## config.mk

```make
export PLATFORM = sky130hd
export DESIGN_NAME = stream_fifo_arbiter_flat
export DESIGN_NICKNAME = d
export VERILOG_FILES = /design/src/rtl/stream_fifo_arbiter_pkg.sv /design/src/rtl/stream_fifo_arbiter_if.sv /design/src/rtl/stream_fifo_arbiter_rr_pick.sv /design/src/rtl/stream_fifo_arbiter.sv /design/src/flat_wrapper.sv
export SDC_FILE = /design/constraint.sdc
export NUM_CORES = 1
export LEC_CHECK = 0
export CAP_MARGIN = 40
export CORE_MARGIN = 4
export CORE_UTILIZATION = 50
export DETAILED_ROUTE_END_ITERATION = 8
export DONT_BUFFER_PORTS = 1
export GPL_TIMING_DRIVEN = 0
export PLACE_DENSITY = 0.67
export SETUP_SLACK_MARGIN = 0.5
export SKIP_CTS_REPAIR_TIMING = 1
export SLEW_MARGIN = 5
export SYNTH_ARGS = -nofsm -noshare
export SYNTH_HDL_FRONTEND = slang
export SYNTH_HIERARCHICAL = 1
export SYNTH_SLANG_ARGS = --single-unit
```

## constraint.sdc

```tcl
create_clock -name ap_clk -period 2.05 [get_ports ap_clk]
set_input_delay 0.41 -clock ap_clk [delete_from_list [all_inputs] [get_ports ap_clk]]
set_output_delay 0.41 -clock ap_clk [all_outputs]
set_load 0.1 [all_outputs]
```

## src/rtl/stream_fifo_arbiter_pkg.sv

```systemverilog
// Shared types, sizing helper and default widths for the stream FIFO arbiter.
package stream_fifo_arbiter_pkg;

  typedef enum logic {
    IDLE = 1'b0,
    XFER = 1'b1
  } state_t;

  // Ceiling log2, never narrower than one bit so it can size any vector.
  function automatic int unsigned clog2(input int unsigned v);
    int unsigned r;
    r = 0;
    if (v > 1) begin
      for (int unsigned x = v - 1; x > 0; x = x >> 1) begin
        r++;
      end
    end
    return (r == 0) ? 1 : r;
  endfunction

  localparam int unsigned DEF_N_IN          = 4;
  localparam int unsigned DEF_BURST_LEN     = 16;
  localparam int unsigned DEF_STALL_TIMEOUT = 32;

  localparam int unsigned GRANT_W = clog2(DEF_N_IN);
  localparam int unsigned BEAT_W  = clog2(DEF_BURST_LEN + 1);
  localparam int unsigned STALL_W = clog2(DEF_STALL_TIMEOUT + 1);

endpackage

```

## src/rtl/stream_fifo_arbiter_if.sv

```systemverilog
// Producer streams, FIFO-side stream, occupancy and grant status bundle.
interface stream_fifo_arbiter_if
  import stream_fifo_arbiter_pkg::*;
#(
  parameter int unsigned N_IN  = 4,
  parameter int unsigned WIDTH = 8,
  parameter int unsigned CNT_W = 13
);
  logic [N_IN*WIDTH-1:0] in_V_V_TDATA;
  logic [N_IN-1:0]       in_V_V_TVALID;
  logic [N_IN-1:0]       in_V_V_TREADY;
  logic [WIDTH-1:0]      fifo_V_V_TDATA;
  logic                  fifo_V_V_TVALID;
  logic                  fifo_V_V_TREADY;
  logic [CNT_W-1:0]      fifo_count;
  logic                  grant_valid;
  logic [clog2(N_IN)-1:0] grant_id;
  logic                  burst_done;

  // Arbiter side.
  modport master (
    input  in_V_V_TDATA, in_V_V_TVALID, fifo_V_V_TREADY, fifo_count,
    output in_V_V_TREADY, fifo_V_V_TDATA, fifo_V_V_TVALID,
    output grant_valid, grant_id, burst_done
  );

  // Producer / FIFO / observer side.
  modport slave (
    output in_V_V_TDATA, in_V_V_TVALID, fifo_V_V_TREADY, fifo_count,
    input  in_V_V_TREADY, fifo_V_V_TDATA, fifo_V_V_TVALID,
    input  grant_valid, grant_id, burst_done
  );
endinterface

```

## src/rtl/stream_fifo_arbiter_rr_pick.sv

```systemverilog
// Combinational round-robin picker: first set request after last_grant, wrapping.
module rr_pick #(
  parameter int unsigned N_IN = 4,
  parameter int unsigned GW   = 2
) (
  input  logic [N_IN-1:0] req,
  input  logic [GW-1:0]   last_grant,
  output logic [GW-1:0]   sel,
  output logic            found
);

  // Scan last_grant+1 .. last_grant+N_IN modulo N_IN, keep the first hit.
  always_comb begin
    logic [GW-1:0] idx;
    sel   = '0;
    found = 1'b0;
    idx   = '0;
    for (int unsigned k = 1; k <= N_IN; k++) begin
      idx = GW'((32'(last_grant) + k) % N_IN);
      if (!found && req[idx]) begin
        found = 1'b1;
        sel   = idx;
      end
    end
  end

endmodule

```

## src/rtl/stream_fifo_arbiter.sv

```systemverilog
// Round-robin burst scheduler in front of a shared stream FIFO.
module stream_fifo_arbiter
  import stream_fifo_arbiter_pkg::*;
#(
  parameter int unsigned N_IN          = DEF_N_IN,
  parameter int unsigned WIDTH         = 8,
  parameter int unsigned DEPTH         = 8192,
  parameter int unsigned CNT_W         = 13,
  parameter int unsigned BURST_LEN     = DEF_BURST_LEN,
  parameter int unsigned STALL_TIMEOUT = DEF_STALL_TIMEOUT
) (
  input  logic ap_clk,
  input  logic ap_rst,
  stream_fifo_arbiter_if.master bus
);

  localparam int unsigned GW = clog2(N_IN);
  localparam int unsigned BW = clog2(BURST_LEN + 1);
  localparam int unsigned SW = clog2(STALL_TIMEOUT + 1);

  localparam logic [CNT_W:0] SPACE_LIM  = (CNT_W+1)'(DEPTH - BURST_LEN);
  localparam logic [BW-1:0]  BEAT_LAST  = BW'(BURST_LEN - 1);
  localparam logic [BW-1:0]  BEAT_MAX   = BW'(BURST_LEN);
  localparam logic [SW-1:0]  STALL_LAST = SW'(STALL_TIMEOUT - 1);
  localparam logic [SW-1:0]  STALL_MAX  = SW'(STALL_TIMEOUT);

  state_t          state, next_state;
  logic [GW-1:0]   grant_id_q, last_grant, pick_id;
  logic            grant_valid_q, burst_done_q;
  logic [BW-1:0]   beat_cnt;
  logic [SW-1:0]   stall_cnt;
  logic            pick_found, space_ok, start, g_valid, beat, rel;
  logic [WIDTH-1:0] slice [N_IN];

  for (genvar i = 0; i < N_IN; i++) begin : g_slice
    assign slice[i] = bus.in_V_V_TDATA[i*WIDTH +: WIDTH];
  end

  rr_pick #(.N_IN(N_IN), .GW(GW)) u_pick (
    .req        (bus.in_V_V_TVALID),
    .last_grant (last_grant),
    .sel        (pick_id),
    .found      (pick_found)
  );

  // Arbitration and release conditions.
  always_comb begin
    space_ok = ({1'b0, bus.fifo_count} <= SPACE_LIM);
    start    = (state == IDLE) && space_ok && pick_found;
    g_valid  = bus.in_V_V_TVALID[grant_id_q];
    beat     = (state == XFER) && g_valid && bus.fifo_V_V_TREADY;
    rel      = (beat && (beat_cnt == BEAT_LAST)) ||
               ((state == XFER) && !g_valid && (stall_cnt == STALL_LAST));
  end

  // State register.
  always_ff @(posedge ap_clk or posedge ap_rst) begin
    if (ap_rst) state <= IDLE;
    else        state <= next_state;
  end

  // Next-state logic.
  always_comb begin
    next_state = state;
    case (state)
      IDLE:    if (start) next_state = XFER;
      XFER:    if (rel)   next_state = IDLE;
      default: next_state = IDLE;
    endcase
  end

  // Stream pass-through for the grantee; nothing handshakes in IDLE.
  always_comb begin
    bus.fifo_V_V_TDATA  = '0;
    bus.fifo_V_V_TVALID = 1'b0;
    bus.in_V_V_TREADY   = '0;
    if (state == XFER) begin
      bus.fifo_V_V_TDATA              = slice[grant_id_q];
      bus.fifo_V_V_TVALID             = g_valid;
      bus.in_V_V_TREADY[grant_id_q]   = bus.fifo_V_V_TREADY;
    end
  end

  // Grant bookkeeping and saturating beat/stall counters.
  always_ff @(posedge ap_clk or posedge ap_rst) begin
    if (ap_rst) begin
      grant_id_q    <= '0;
      grant_valid_q <= 1'b0;
      burst_done_q  <= 1'b0;
      last_grant    <= GW'(N_IN - 1);
      beat_cnt      <= '0;
      stall_cnt     <= '0;
    end else begin
      burst_done_q  <= rel;
      grant_valid_q <= (next_state == XFER);
      if (start) begin
        grant_id_q <= pick_id;
        beat_cnt   <= '0;
        stall_cnt  <= '0;
      end else if (state == XFER) begin
        if (beat && (beat_cnt != BEAT_MAX)) beat_cnt <= beat_cnt + 1'b1;
        if (g_valid)                         stall_cnt <= '0;
        else if (stall_cnt != STALL_MAX)     stall_cnt <= stall_cnt + 1'b1;
        if (rel) last_grant <= grant_id_q;
      end
    end
  end

  assign bus.grant_id    = grant_id_q;
  assign bus.grant_valid = grant_valid_q;
  assign bus.burst_done  = burst_done_q;

endmodule

```

## src/flat_wrapper.sv

```systemverilog
// flat-port wrapper written by rule: the top's interface ports become plain ports
module stream_fifo_arbiter_flat import stream_fifo_arbiter_pkg::*;
#(
  parameter int unsigned N_IN          = DEF_N_IN,
  parameter int unsigned WIDTH         = 8,
  parameter int unsigned DEPTH         = 8192,
  parameter int unsigned CNT_W         = 13,
  parameter int unsigned BURST_LEN     = DEF_BURST_LEN,
  parameter int unsigned STALL_TIMEOUT = DEF_STALL_TIMEOUT
)
  (ap_clk, ap_rst, bus_in_V_V_TDATA, bus_in_V_V_TVALID, bus_fifo_V_V_TREADY, bus_fifo_count, bus_in_V_V_TREADY, bus_fifo_V_V_TDATA, bus_fifo_V_V_TVALID, bus_grant_valid, bus_grant_id, bus_burst_done);
  stream_fifo_arbiter_if #(.N_IN(N_IN), .WIDTH(WIDTH), .CNT_W(CNT_W)) bus_i ();
  input  logic ap_clk;
  input  logic ap_rst;
  input wire logic [$bits(bus_i.in_V_V_TDATA)-1:0] bus_in_V_V_TDATA;
  input wire logic [$bits(bus_i.in_V_V_TVALID)-1:0] bus_in_V_V_TVALID;
  input wire logic [$bits(bus_i.fifo_V_V_TREADY)-1:0] bus_fifo_V_V_TREADY;
  input wire logic [$bits(bus_i.fifo_count)-1:0] bus_fifo_count;
  output wire logic [$bits(bus_i.in_V_V_TREADY)-1:0] bus_in_V_V_TREADY;
  output wire logic [$bits(bus_i.fifo_V_V_TDATA)-1:0] bus_fifo_V_V_TDATA;
  output wire logic [$bits(bus_i.fifo_V_V_TVALID)-1:0] bus_fifo_V_V_TVALID;
  output wire logic [$bits(bus_i.grant_valid)-1:0] bus_grant_valid;
  output wire logic [$bits(bus_i.grant_id)-1:0] bus_grant_id;
  output wire logic [$bits(bus_i.burst_done)-1:0] bus_burst_done;
  assign bus_i.in_V_V_TDATA = bus_in_V_V_TDATA;
  assign bus_i.in_V_V_TVALID = bus_in_V_V_TVALID;
  assign bus_i.fifo_V_V_TREADY = bus_fifo_V_V_TREADY;
  assign bus_i.fifo_count = bus_fifo_count;
  assign bus_in_V_V_TREADY = bus_i.in_V_V_TREADY;
  assign bus_fifo_V_V_TDATA = bus_i.fifo_V_V_TDATA;
  assign bus_fifo_V_V_TVALID = bus_i.fifo_V_V_TVALID;
  assign bus_grant_valid = bus_i.grant_valid;
  assign bus_grant_id = bus_i.grant_id;
  assign bus_burst_done = bus_i.burst_done;
  stream_fifo_arbiter #(.N_IN(N_IN), .WIDTH(WIDTH), .DEPTH(DEPTH), .CNT_W(CNT_W), .BURST_LEN(BURST_LEN), .STALL_TIMEOUT(STALL_TIMEOUT)) u_core (.ap_clk(ap_clk), .ap_rst(ap_rst), .bus(bus_i));
endmodule
```

==> flow_summary.yaml <==
outcome:
  violations: "negative setup slack"
  outcome: "finished with violations"
synth:
  ys_types: 38
  synth_area_leader_cell: "dfrtp_1"
  synthSimpleGateAreaFrac_pct: 24.06
  synth_xor_area_share_pct: 3.289
  ys_seq_area_share_pct: 32.14
  synth_fa_ha_area_share_pct: 4.699
  synthDominantCellAreaShare_pct: 28.20
  synth_compound_area_share_pct: 10.24
  synth_fp_nets: 186
  synth_cells: 129
  synth_top_family_by_area: "simple AND/OR/NAND/NOR gates"
  syn_area_um2: 1331
  yosysWarnings: 6
  synthMuxAreaShare_pct: 20.11
  synth-seq-cells: 17
  yosys-top-cells-area: "dfrtp_1 28%, mux4_2 15%, and2_1 5.6%, ha_1 4.7%, dfstp_2 3.9%"
  syn_avg_cell_area_um2: 10.32
clocking:
  cts_tree: "yes"
  cts_buffers: 3
  clk_pin_slew_worst_paths_ns: 0.10
  clkSinkCount: 17
  clkLatencyLatePin_ns: 0.29
  clockBufferDepth: 2
  cts_root_buf: "clkbuf_4"
  h-tree-depth: 1
cells_and_area:
  final_area_um2: 1862
  fin_util_pct: 74.47
  final_nets: 211
  n_antenna_cell: 0
  drive_above_1_share_pct: 52.94
  area_growth_pct: 39.85
floorplan:
  ios: 69
  row_count: 18
  core_area_um2: 2500
  die_w_um: 59.60
  die-area_um2: 3552
  die_h_um: 59.60
  initial_core_util_pct: 53.25
critical_path:
  critPathSlowestCell: "dfrtp_4"
  crit_type: "reg2out"
  timing.rr.start: "u_core/bus.grant_id[0]"
  crit_buf_inv: 2
  reg2reg_to: "u_core/last_grant[1]"
  crit_path_start_kind: "flop"
  r2r_slack_ns: -0.25
  timing.critical_path.mode_cell: "buf_8"
  cp_max_fo: 4
  cp.required_ns: 1.64
  max_stage_delay_ns: 0.64
  path_delay_family: "flip-flops"
  end_kind: "output port"
  r2r_cells: 8
  arrival_ns: 2.02
  path_cells: "buf_8, mux4_2, buf_8, and2_4"
power_and_ir_drop:
  ir_drop_mv: 2.326
  p_leak_uw: 0.0007805
  p_sw_share_pct: 57.91
  power.switching_uw: 2012
  pwr-share-comb_pct: 73.2
  p_per_area_nw_per_um2: 1866
  p_seq_share_pct: 21.5
  internal_power_uw: 1462
  p_clk_share_pct: 5.3
sta:
  tightest_slew_ns: 0.7029
  relSlewSlack_pct: 52.48
  fin_crit_ns: 2.433
  rsz0062_at_grt: "yes"
  slew_violations: 0
  max_freq_ghz: 0.4110
  fin_skew_ns: 0.003131
  finalSetupViolations: 22
  setup_ws_ns: -0.3829
  final-hold-violation-count: 0
  fin_crit_sh_pct: 118.7
placed_design:
  pre_cts_ws_ns: -0.1794
  routabilityCongestion: 0.7194
  dpl-instance-area_um2: 1594
  hpwl_um: 2501
  portBuffers: 0
global_route:
  grt_start_max_net_pins: 18
  grt_pass1_vias: 1022
  overflow: 0
  grt_pass1_wl_um: 4678
  antenna_found_initial: 0
  track_usage_pct: 17.38
route:
  drt_drc_violations_left: 0
  viasPerCell: 5.978
  drt-pass1-iter-count: 4
  dr.first_iter.drc_count: 42
  wl_per_cell_um: 18.13
  antenna_left: 0
  routed_wl_um: 3318
  vias: 1094
run:
  maxCapViolations: 0
min_path:
  hold_path_class: "in2async"
metrics by stage:
step           setup TNS, ns  cells  power [uW]  hold WS [ns]
2_1_floorplan         -1.055    129        2728        0.3347
3_3_place_gp          -1.904    159        2866        0.4193
3_5_place_dp          -1.318    162        2944        0.4275
4_1_cts               -5.302    166        3127        0.1075
5_1_grt               -5.637    183        3634        0.1197
6_report              -4.387    183        3474       0.08211
cells by family after synthesis:
| kind of cell | Yosys count |
|---|---|
| flip-flops | 17 |
| AO/OA/AOI/OAI | 16 |
| adder cells (fa/ha/maj) | 5 |
| XOR/XNOR | 5 |
| multiplexers | 15 |
| AND/OR/NAND/NOR | 54 |
| buffers and inverters | 17 |
layer usage:
metal | global-route usage (%) | up-vias | part of all wire (%)
met3 | 5.664 | 5 | 6.5
met4 | 1.899 | 0 | 0.75
li1 | - | 519 | -
met1 | 22.62 | 537 | 40
met2 | 29.17 | 33 | 53
met5 | 0 | - | 0
synth_stat cells:
cell / instances
a211oi_1: 1
a211oi_2: 1
a21oi_1: 4
a21oi_2: 1
a31o_2: 1
a31oi_1: 1
a32o_1: 1
and2_1: 12
and2b_1: 1
and3_1: 3
buf_2: 1
buf_6: 1
clkbuf_1: 5
dfrtp_1: 15
dfstp_2: 2
ha_1: 5
inv_1: 10
mux2_2: 4
mux2i_1: 2
mux4_2: 9
nand2_1: 5
nand2b_1: 3
nand3_1: 2
nand3_2: 1
nand3b_1: 1
nand4_1: 5
nor2_1: 8
nor3_1: 4
nor3b_1: 3
nor4_1: 2
nor4b_1: 2
o21ai_0: 4
o221ai_2: 1
o41ai_4: 1
or3b_2: 1
or4bb_1: 1
xnor2_1: 2
xor2_1: 3
state kept, by name, indices dropped and copies added, names as in the netlist:
signal	flops
u_core/bus.burst_done	1
u_core/last_grant	2
u_core/beat_cnt	5
u_core/bus.grant_valid	1
u_core/bus.grant_id	2
u_core/stall_cnt	6
worst max-delay path by stage:
stage                            from                    to  slack, ns  cells past startpoint
5_1_grt        u_core/bus.grant_id[0]   bus_fifo_V_V_TVALID      -0.43                      4
4_1_cts        u_core/bus.grant_id[0]   bus_fifo_V_V_TVALID      -0.51                      4
3_5_place_dp   u_core/bus.grant_id[0]   bus_fifo_V_V_TVALID      -0.18                      4
2_1_floorplan  u_core/bus.grant_valid  bus_in_V_V_TREADY[1]      -0.22                      4
3_3_place_gp   u_core/bus.grant_valid  bus_in_V_V_TREADY[2]      -0.27                      4
6_report       u_core/bus.grant_id[0]   bus_fifo_V_V_TVALID      -0.38                      4
cell type report:
class	instances	area, um^2
buffer	7	108.9
clock buffer	4	26.28
fill	158	638.1
inverter	10	37.54
multi-input combinational	95	1012
sequential	17	440.4
tap	30	37.54
timing repair buffer	20	198.9
cells in the final DEF, fill, tap and decap left out, types with 4 or more instances in the layout:
master	synthesis	layout
dfrtp_1	15	11
and2_4	0	10
inv_1	10	10
nor2_1	8	7
buf_12	0	4
buf_6	1	4
mux2_4	0	4
mux4_2	9	9
buf_4	0	15
ha_1	5	5
nand2_1	5	4
nand4_1	5	5
a21oi_1	4	4
power by group through the flow:
stage               clock network (uW)  logic, uW  registers, uW
finish                             183       2540            746
global route                       208       2660            770
CTS                                187       2190            746
detailed placement                   0       2190            753
global placement                     0       2120            746
floorplan                            0       2010            722
No activity file was read; power rests on OpenSTA's default activity.
